File: src/rtl/cordic_pkg.sv
// Shared constants for the iterative CORDIC engine: angle and gain tables, mode codes,
// FSM state type and small helpers for deriving Z_W-scaled constants.
package cordic_pkg;

  localparam logic MODE_ROT = 1'b0;
  localparam logic MODE_VEC = 1'b1;

  typedef enum logic [1:0] {
    ST_IDLE = 2'd0,
    ST_BUSY = 2'd1,
    ST_COMP = 2'd2,
    ST_DONE = 2'd3
  } state_t;

  // atan(2^-i) * 2^31 / pi, i.e. a 32-bit angle where 2^32 is one full turn
  localparam logic [31:0] ATAN32 [32] = '{
    32'd536870912,
    32'd316933406,
    32'd167458907,
    32'd85004756,
    32'd42667331,
    32'd21354465,
    32'd10679838,
    32'd5340245,
    32'd2670163,
    32'd1335087,
    32'd667544,
    32'd333772,
    32'd166886,
    32'd83443,
    32'd41722,
    32'd20861,
    32'd10430,
    32'd5215,
    32'd2608,
    32'd1304,
    32'd652,
    32'd326,
    32'd163,
    32'd81,
    32'd41,
    32'd20,
    32'd10,
    32'd5,
    32'd3,
    32'd1,
    32'd1,
    32'd0
  };

  // round(2^17 * prod_{i<n} 1/sqrt(1+2^-2i)), indexed by iteration count n
  localparam logic [17:0] GAIN_K17 [32] = '{
    18'd131072,
    18'd92682,
    18'd82897,
    18'd80422,
    18'd79801,
    18'd79646,
    18'd79607,
    18'd79597,
    18'd79595,
    18'd79594,
    18'd79594,
    18'd79594,
    18'd79594,
    18'd79594,
    18'd79594,
    18'd79594,
    18'd79594,
    18'd79594,
    18'd79594,
    18'd79594,
    18'd79594,
    18'd79594,
    18'd79594,
    18'd79594,
    18'd79594,
    18'd79594,
    18'd79594,
    18'd79594,
    18'd79594,
    18'd79594,
    18'd79594,
    18'd79594
  };

  // pi/2 in a zw-bit angle word
  function automatic logic [31:0] quarter(input int zw);
    return 32'd1 << (zw - 2);
  endfunction

  // Table entry rescaled to a zw-bit angle word with round-half-up
  function automatic logic [31:0] atan_scaled(input int idx, input int zw);
    logic [32:0] acc;
    if (zw >= 32) begin
      return ATAN32[idx];
    end
    acc = {1'b0, ATAN32[idx]} + (33'd1 << (31 - zw));
    return 32'(acc >> (32 - zw));
  endfunction

endpackage

File: src/rtl/cordic_iter.sv
// One CORDIC micro-rotation: direction chosen from z (rotation) or y (vectoring),
// shift amount supplied at runtime by the engine's iteration counter.
module cordic_iter
  import cordic_pkg::*;
#(
  parameter int W    = 20,
  parameter int ZW   = 16,
  parameter int SH_W = 5
) (
  input  logic                 mode,
  input  logic [SH_W-1:0]      shift,
  input  logic signed [W-1:0]  x,
  input  logic signed [W-1:0]  y,
  input  logic signed [ZW-1:0] z,
  input  logic signed [ZW-1:0] atan,
  output logic signed [W-1:0]  x_next,
  output logic signed [W-1:0]  y_next,
  output logic signed [ZW-1:0] z_next
);

  logic signed [W-1:0] x_sh;
  logic signed [W-1:0] y_sh;
  logic                d_pos;

  always_comb begin
    x_sh  = x >>> shift;
    y_sh  = y >>> shift;
    // d = +1 rotates counter-clockwise and consumes positive angle
    d_pos = (mode == MODE_ROT) ? ~z[ZW-1] : y[W-1];
    if (d_pos) begin
      x_next = x - y_sh;
      y_next = y + x_sh;
      z_next = z - atan;
    end else begin
      x_next = x + y_sh;
      y_next = y - x_sh;
      z_next = z + atan;
    end
  end

endmodule

File: src/rtl/cordic_engine.sv
// Iterative CORDIC engine with quadrant pre-rotation and valid/ready on both sides.
// Define CORDIC_GAIN_COMP_EN to add a gain-compensation state before DONE.
module cordic_engine
  import cordic_pkg::*;
#(
  parameter int XY_W = 18,
  parameter int Z_W  = 16,
  parameter int ITER = 16
) (
  input  logic                     clk,
  input  logic                     rst,
  input  logic                     in_valid,
  output logic                     in_ready,
  input  logic                     in_mode,
  input  logic signed [XY_W-1:0]   in_x,
  input  logic signed [XY_W-1:0]   in_y,
  input  logic signed [Z_W-1:0]    in_z,
  output logic                     out_valid,
  input  logic                     out_ready,
  output logic signed [XY_W+1:0]   out_x,
  output logic signed [XY_W+1:0]   out_y,
  output logic signed [Z_W-1:0]    out_z,
  output logic                     busy
);

  localparam int W     = XY_W + 2;
  localparam int CNT_W = 5;
  localparam logic [CNT_W-1:0] LAST_ITER = CNT_W'(ITER - 1);
  localparam logic [31:0] QUARTER32 = quarter(Z_W);
  localparam logic signed [Z_W-1:0] QUARTER = QUARTER32[Z_W-1:0];

  state_t                 state_reg;
  logic                   mode_reg;
  logic [CNT_W-1:0]       iter_reg;
  logic signed [W-1:0]    x_reg;
  logic signed [W-1:0]    y_reg;
  logic signed [Z_W-1:0]  z_reg;
  logic                   out_valid_reg;
  logic signed [W-1:0]    out_x_reg;
  logic signed [W-1:0]    out_y_reg;
  logic signed [Z_W-1:0]  out_z_reg;

  logic signed [W-1:0]    x_ext;
  logic signed [W-1:0]    y_ext;
  logic signed [W-1:0]    x_pre;
  logic signed [W-1:0]    y_pre;
  logic signed [Z_W-1:0]  z_pre;
  logic signed [W-1:0]    x_next;
  logic signed [W-1:0]    y_next;
  logic signed [Z_W-1:0]  z_next;
  logic signed [Z_W-1:0]  atan_lut [32];
  logic signed [Z_W-1:0]  atan_cur;

  // Per-iteration angle constants, rescaled from the 32-bit table at elaboration
  for (genvar gi = 0; gi < 32; gi++) begin : g_atan
    localparam logic [31:0] ATAN_GI = atan_scaled(gi, Z_W);
    assign atan_lut[gi] = ATAN_GI[Z_W-1:0];
  end

  assign atan_cur = atan_lut[iter_reg];

  // Fold the input into the right half-plane (vector) or |z| <= pi/2 (rotation)
  // so the micro-rotations only have to cover about +-100 degrees.
  always_comb begin
    x_ext = {{2{in_x[XY_W-1]}}, in_x};
    y_ext = {{2{in_y[XY_W-1]}}, in_y};
    x_pre = x_ext;
    y_pre = y_ext;
    z_pre = in_z;
    if (in_mode == MODE_ROT) begin
      if (in_z > QUARTER) begin
        x_pre = -y_ext;
        y_pre = x_ext;
        z_pre = in_z - QUARTER;
      end else if (in_z < -QUARTER) begin
        x_pre = y_ext;
        y_pre = -x_ext;
        z_pre = in_z + QUARTER;
      end
    end else if (in_x[XY_W-1]) begin
      if (!in_y[XY_W-1]) begin
        x_pre = y_ext;
        y_pre = -x_ext;
        z_pre = in_z + QUARTER;
      end else begin
        x_pre = -y_ext;
        y_pre = x_ext;
        z_pre = in_z - QUARTER;
      end
    end
  end

  cordic_iter #(
    .W    (W),
    .ZW   (Z_W),
    .SH_W (CNT_W)
  ) u_iter (
    .mode   (mode_reg),
    .shift  (iter_reg),
    .x      (x_reg),
    .y      (y_reg),
    .z      (z_reg),
    .atan   (atan_cur),
    .x_next (x_next),
    .y_next (y_next),
    .z_next (z_next)
  );

`ifdef CORDIC_GAIN_COMP_EN
  localparam logic [17:0] GAIN_K = GAIN_K17[ITER];
  localparam int PW = W + 19;

  // v * K / 2^17 with round-half-up, saturated back to W bits
  function automatic logic signed [W-1:0] gain_scale(input logic signed [W-1:0] v);
    logic signed [PW-1:0] prod;
    logic signed [PW-1:0] rnd;
    logic signed [W+1:0]  q;
    prod = v * $signed({1'b0, GAIN_K});
    rnd  = prod + $signed({{(W+2){1'b0}}, 17'h10000});
    q    = rnd[PW-1:17];
    if (q[W+1:W-1] == 3'b000 || q[W+1:W-1] == 3'b111) begin
      return q[W-1:0];
    end else if (q[W+1]) begin
      return {1'b1, {(W-1){1'b0}}};
    end else begin
      return {1'b0, {(W-1){1'b1}}};
    end
  endfunction
`endif

  always_ff @(posedge clk) begin
    if (rst) begin
      state_reg     <= ST_IDLE;
      mode_reg      <= MODE_ROT;
      iter_reg      <= '0;
      x_reg         <= '0;
      y_reg         <= '0;
      z_reg         <= '0;
      out_valid_reg <= 1'b0;
      out_x_reg     <= '0;
      out_y_reg     <= '0;
      out_z_reg     <= '0;
    end else begin
      case (state_reg)
        ST_IDLE: begin
          if (in_valid) begin
            mode_reg  <= in_mode;
            x_reg     <= x_pre;
            y_reg     <= y_pre;
            z_reg     <= z_pre;
            iter_reg  <= '0;
            state_reg <= ST_BUSY;
          end
        end
        ST_BUSY: begin
          x_reg    <= x_next;
          y_reg    <= y_next;
          z_reg    <= z_next;
          iter_reg <= iter_reg + CNT_W'(1);
          if (iter_reg == LAST_ITER) begin
`ifdef CORDIC_GAIN_COMP_EN
            state_reg <= ST_COMP;
`else
            state_reg     <= ST_DONE;
            out_valid_reg <= 1'b1;
            out_x_reg     <= x_next;
            out_y_reg     <= y_next;
            out_z_reg     <= z_next;
`endif
          end
        end
`ifdef CORDIC_GAIN_COMP_EN
        ST_COMP: begin
          state_reg     <= ST_DONE;
          out_valid_reg <= 1'b1;
          out_x_reg     <= gain_scale(x_reg);
          out_y_reg     <= gain_scale(y_reg);
          out_z_reg     <= z_reg;
        end
`endif
        ST_DONE: begin
          if (out_ready) begin
            state_reg     <= ST_IDLE;
            out_valid_reg <= 1'b0;
          end
        end
        default: state_reg <= ST_IDLE;
      endcase
    end
  end

  assign in_ready  = (state_reg == ST_IDLE) && !rst;
  assign busy      = (state_reg != ST_IDLE);
  assign out_valid = out_valid_reg;
  assign out_x     = out_x_reg;
  assign out_y     = out_y_reg;
  assign out_z     = out_z_reg;

endmodule

File: config.mk
export PLATFORM = sky130hd
export DESIGN_NAME = cordic_engine
export DESIGN_NICKNAME = d
export VERILOG_FILES = /design/src/rtl/cordic_pkg.sv /design/src/rtl/cordic_iter.sv /design/src/rtl/cordic_engine.sv
export SDC_FILE = /design/constraint.sdc
export NUM_CORES = 1
export LEC_CHECK = 0
export CAP_MARGIN = 15
export CORE_UTILIZATION = 55
export CTS_CLUSTER_SIZE = 25
export DETAILED_ROUTE_END_ITERATION = 10
export PLACE_DENSITY = 0.88
export SLEW_MARGIN = 20
export SYNTH_ARGS = -nofsm -noshare
export SYNTH_HDL_FRONTEND = slang
export SYNTH_HIERARCHICAL = 1
export SYNTH_SLANG_ARGS = --single-unit
File: constraint.sdc
create_clock -name clk -period 5.6 [get_ports clk]
set_input_delay 0.56 -clock clk [delete_from_list [all_inputs] [get_ports clk]]
set_output_delay 0.56 -clock clk [all_outputs]
set_load 0.02 [all_outputs]
# == Word-level counts from Yosys, hierarchy flattened ==
# Memory sizes are Yosys's and may differ from the RTL's.
# Index checks and enable logic that the tools add are counted.
# word_totals
register_bits,121
mem_bits_ro,512
elab_cells,82
n_memories,1
# op_classes
addsub,11
magnitude_cmp,3
eq_ne,6
n_shift,2
mux,36
n_bitwise,2
n_reduce_logical,11
# mem_list
name,words,width,read_ports,rd_ports_with_merged_regs,write_ports,line_no,text
(name not given),32,16,1,0,0,cordic_engine.sv:60,assign atan_cur = atan_lut[iter_reg];
# ops
cell,count
20-bit two-way mux,14
16-bit two-way mux,9
20-bit case mux with 2 select lines,2
20-bit adder,2
18-bit negation with 20-bit output,2
20-bit by 5-bit >>> shifter with 20-bit output,2
20-bit subtractor,2
16-bit case mux with 2 select lines,1
16-bit adder,1
16-bit adder (second input constant),1
16-bit > comparator (second input constant),1
16-bit by 15-bit < comparator with 1-bit output (second input constant),1
16-bit subtractor,1
16-bit subtractor (second input constant),1
5-bit case mux with 2 select lines,1
6-bit greater-or-equal comparator (second input constant),1
2-bit two-way mux,3
2-bit != test (second input constant),3
5-bit NOT with 6-bit output,1
2-bit case mux with 3 select lines,1
2-bit AND reduction,3
3-bit AND reduction,2
2-bit nonzero test,3
5-bit by 1-bit adder with 5-bit output (second input constant),1
other kinds (10),12

# == Logic depth before layout (Yosys ltp) ==
# Gate-level depths: netlist of run 1.
# depth
word_depth,7
ltp_mapped,27
depth_no_buf,22

# == By module ==
# Netlist of run 1, hierarchy kept.
# modules_own_cells
mod,n_inst,cells_per_inst,area_per_inst_um2,seq_area_each_um2
cordic_engine,1,1088,7790.0,2422.3
cordic_iter,1,740,5871.9,0.0

# == Worst setup path after synthesis of run 1 ==
# Ideal clock, no wire load.
# synth_timing
path_kind,reg-to-reg
start,register iter_reg[1]
end,register y_reg[15]
setup_ns,0.063
arrival_ns,5.695
t_required_ns,5.537
slack_ns,-0.159
stages_incl_launch_ff,25
n_path_buf,3
path_cell_list,dfxtp_1 buf_6 buf_2 buf_2 mux4_2 mux2_2 mux4_2 or2_2 nor3_1 a21oi_1 xnor2_1 ha_1 o21ai_0 o21ai_0 o221ai_1 o31ai_1 nor4_1 or3_1 xnor2_1 nand2_1 a211oi_1 nand2_1 o32ai_1 a311oi_1 nand3b_1
# synth_via
elab_chain_len,4
elab_cells_between_ends,5
classes_between,2 x add/sub; 1 x shift; 2 x mux
# synth_lines
element,line_no,text
"start, declared",cordic_engine.sv:34,logic [CNT_W-1:0] iter_reg;
"start signal, assigned",cordic_engine.sv:159,iter_reg <= iter_reg + CNT_W'(1);
20-bit by 5-bit >>> shifter with 20-bit output (*),cordic_iter.sv:26,x_sh = x >>> shift;
20-bit subtractor or 20-bit adder (tied branches),"cordic_iter.sv:36, cordic_iter.sv:32",
20-bit two-way mux (*),cordic_iter.sv:30,if (d_pos) begin
named net y_next[15],cordic_engine.sv:49,logic signed [W-1:0] y_next;
20-bit case mux with 2 select lines (*),cordic_engine.sv:144,case (state_reg)
"end signal, assigned",cordic_engine.sv:149,y_reg <= y_pre;
"end signal, assigned",cordic_engine.sv:157,y_reg <= y_next;
"end, declared",cordic_engine.sv:36,logic signed [W-1:0] y_reg;
# The timed path passes the listed nets; every way through them passes the cells marked *.
# A chain may end at the register's enable or synchronous reset.

# == Worst setup path in the final report of run 1 ==
# layout_timing
start,register y_reg[10]
end,register x_reg[12]
# layout_via
elab_chain_len,4
elab_cells_between_ends,5
classes_between,2 x add/sub; 1 x shift; 2 x mux
# layout_lines
element,line_no,text
20-bit by 5-bit >>> shifter with 20-bit output (*),cordic_iter.sv:27,y_sh = y >>> shift;
20-bit adder or 20-bit subtractor (tied branches),"cordic_iter.sv:35, cordic_iter.sv:31",
20-bit two-way mux (*),cordic_iter.sv:30,
named net x_next[12],cordic_engine.sv:48,logic signed [W-1:0] x_next;
20-bit case mux with 2 select lines (*),cordic_engine.sv:144,
"end signal, assigned",cordic_engine.sv:148,x_reg <= x_pre;
"end signal, assigned",cordic_engine.sv:156,x_reg <= x_next;
"end, declared",cordic_engine.sv:35,logic signed [W-1:0] x_reg;
# Marked as above.

==> impl_metrics.csv, run 1 <==
group,metric,value,unit
global_routing,grt_max_degree,67,
critical_path,crit_buf_inv,1,
detailed_routing,ant_nets,0,
global_routing,grt_antenna_before_repair,2,
die,fp.dieH,160,um
layout,fin_nets,2042,
placed_design,dp_slack,19.2,ps
critical_path,cp_data_required_time,5890,ps
global_routing,grt_pass1_wl,81.8,mm
cts,clock_latency,440,ps
cts,cts_inserted_buffers,17,
synthesis,yosys_warnings,6,
synthesis,synth.avg_cell_area,7.47,sq um
global_routing,track_usage,0.412,
sta,hold_violations,0,
synthesis,seq_area_frac_synth,0.177,
critical_path,worst_ep_arrival_time,5760,ps
die,num_rows,57,
cts,ctsLongestPathBuffers,2,
critical_path,crit_type,"reg -> reg",
synthesis,synth_enable_flop_cells,0,
outcome,status,"complete, no violations",
cts,holdBufCountCts,0,
synthesis,synth_compound_area_frac,0.265,
power,seqPwrFrac,0.147,
power,p_int,3.91,mW
cts,cts_sinks,121,
detailed_routing,vias_per_cell,6.90,
synthesis,synthTopCellsByCount,"nand2_1, a21oi_1, nor2_1",
synthesis,synth_seq_cells,121,
detailed_routing,dr.first_iter.drc_count,2215,
hold_path,min_from,"out_y[19]",
power,comb_power_share,0.715,
power,irDropWorstVdd,0.000367,V
power,p_leak,6.04,nW
run,cap_violations,0,
sta,setup_viol,0,
power,power_switching,4.23,mW
sta,maxSlewViolCount,0,
power,switching_share,0.519,
sta,finalCritPeriodShare,0.978,
synthesis,synth_top_area_cell,"dfxtp_1",
placed_design,gp_congestion,1.01,
sta,grt_setup_unrepaired,"yes",
detailed_routing,wl,54.0,mm
critical_path,cp_top_family,"compound AO/OA/AOI/OAI gates",
sta,min_period,5480,ps
synthesis,synthXorXnorAreaFrac,0.0814,
power,power.density,505,nW/um^2
detailed_routing,drt_first_pass_iters,8,
critical_path,cp_cell_sequence,"mux4_2, mux2i_1, a211oi_1, inv_1, ha_1, a21oi_1, fa_1, a21o_1, a21oi_1, o21ai_0, a31oi_4, nand2b_1, a21o_1, a21oi_1, xnor2_1, a22oi_2, nor2_1, a41oi_1, o21ai_0",
critical_path,path_max_fanout,9,
die,start_util,0.562,
cts,cts_max_level,4,
layout,drive_above_1_share,0.135,
layout,areaGrowthSynthToFinish,18.0,%
layout,post-route-cell-area,16100,sq um
die,io_pins,116,
synthesis,syn_area,13700,sq um
synthesis,yosys-top-cells-area,"dfxtp_1, nand2_1, mux4_2",
sta,setup_ws,124,ps
die,die_area,25500,sq um
cts,root_buffer,"clkbuf_16",
placed_design,portBuffers,115,
placed_design,placedInstanceArea,15300,sq um
sta,worstMarginPinSlew,1170,ps
hold_path,hold_path_class,"reg -> reg",
die,die_x,160,um
placed_design,dp_hpwl,39.7,mm
detailed_routing,num_vias,15500,
synthesis,synth_mux_area_frac,0.116,
critical_path,crit_path_frequent_cell,"a21oi_1",
synthesis,yosys.cell_count.top_type,"nand2_1",
critical_path,crit_start,"y_reg[10]",
synthesis,synth-simple-area-share,0.228,
critical_path,slowest_stage,"a211oi_1",
die,core,24300,sq um
sta,max_freq,0.183,GHz
detailed_routing,detail_route.wl_per_cell,24.0,um
synthesis,netlist_instances,1828,
global_routing,grt_pass1_vias,14100,
synthesis,synth-async-reset-ratio,0,
power,clockPowerShare,0.139,
detailed_routing,drc_errors,0,
cts,clk_pin_slew,70,ps
synthesis,synth.top_cell.area_share,0.177,
cts,cts_tree,"yes",
synthesis,synth_top_family_by_area,"compound AO/OA/AOI/OAI gates",
synthesis,synthAdderAreaFrac,0.0722,
critical_path,slowest_delay,810,ps
layout,final_util,0.663,
global_routing,overflow,0,
synthesis,synth_cell_types,85,
sta,finClkSkew,15.1,ps
critical_path,endpoint_kind,"flip-flop",
critical_path,start_kind,"flip-flop",
synthesis,ys.flop_type,"dfxtp_1",
sta,slew_headroom,0.221,
critical_path,reg2reg_from,"y_reg[10]",
[power groups by stage]
stage	combinational (mW)	sequential [mW]	clock [mW]
floorplan	3.60	1.13	0
CTS	5.32	1.17	1.13
global placement	5.19	1.18	0
finish	5.82	1.19	1.13
detailed placement	5.26	1.19	0
global route	6.09	1.19	1.17
[worst min-delay path, cell delays in order (launching register included)]
cell	delay (ps)
dfxtp_1	310
nand2_1	50
a21oi_1	50
[kinds of logic after synthesis]
logic type	count (synthesis)
and+or+nand+nor	659
AOI/OAI and AO/OA	550
DFF	121
muxes	100
other	1
xor gates and xnor gates	127
buffers and inverters	193
adders and majority gates	77
[cell type report]
class | count | area, sq um
inverter | 47 | 176
antenna | 2 | 5.00
timing repair buffer | 205 | 1910
clock inverter | 15 | 151
clock buffer | 17 | 425
multi-input combinational | 1516 | 10600
tap | 324 | 405
sequential | 121 | 2430
fill | 2102 | 8190
[what timing repair did]
| item | 4_1_cts | 5_1_grt |
|---|---|---|
| endpoints found under the setup margin | 2 | 13 |
| pin swaps | 1 | 3 |
| cloned | 0 | 2 |
| resized for setup | 1 | 36 |
| setup buffers | 0 | 3 |
[final timing paths]
| path | depth (start not counted) | end | slack (ps) |
|---|---|---|---|
| max | 19 | x_reg[12] | 120 |
| min | 2 | out_y[19] | 450 |
| max reg2reg | 19 | x_reg[12] | 120 |
| min reg2reg | 2 | out_y[19] | 450 |
[layout by cell type (no fill, tap or decap), drive strengths merged, types with 21 or more instances in the layout]
master,Yosys,routed
nand2,284,284
a21oi,160,160
nor2,140,140
dfxtp,121,121
clkdlybuf4s50,0,114
o21ai,105,105
buf,49,89
xnor2,79,79
ha,74,74
inv,45,55
xor2,48,48
mux4,44,44
nor3,40,40
nand3,36,36
mux2i,35,35
o211ai,25,25
a31oi,24,24
nor4,22,22
mux2,21,21
or3,21,21
nand2b,21,21
[metal layers]
layer,track usage,share of wire
met1,0.545,0.39
met2,0.625,0.43
met3,0.100,0.12
met4,0.208,0.056
met5,0,0.00024
[per-stage QoR]
step	TNS, ps	power, mW	std cells	hold WS, ps
4_1_cts	0	7.61	2240	455
6_report	0	8.14	2247	454
5_1_grt	-292	8.44	2245	480
3_3_place_gp	0	6.37	2208	443
2_1_floorplan	0	4.73	1830	428
3_5_place_dp	0	6.44	2208	446
No activity file was read; power rests on OpenSTA's default activity.
==> inputs of run 2 (changes only) <==
--- a/config.mk
+++ b/config.mk
@@ -7,6 +7,7 @@
 export LEC_CHECK = 0
 export CAP_MARGIN = 15
 export CORE_UTILIZATION = 55
+export CTS_CLUSTER_DIAMETER = 150
 export CTS_CLUSTER_SIZE = 25
 export DETAILED_ROUTE_END_ITERATION = 10
 export PLACE_DENSITY = 0.88
==> results of run 2 <==
The final DEF is identical to that of run 1; final timing and power are the same.
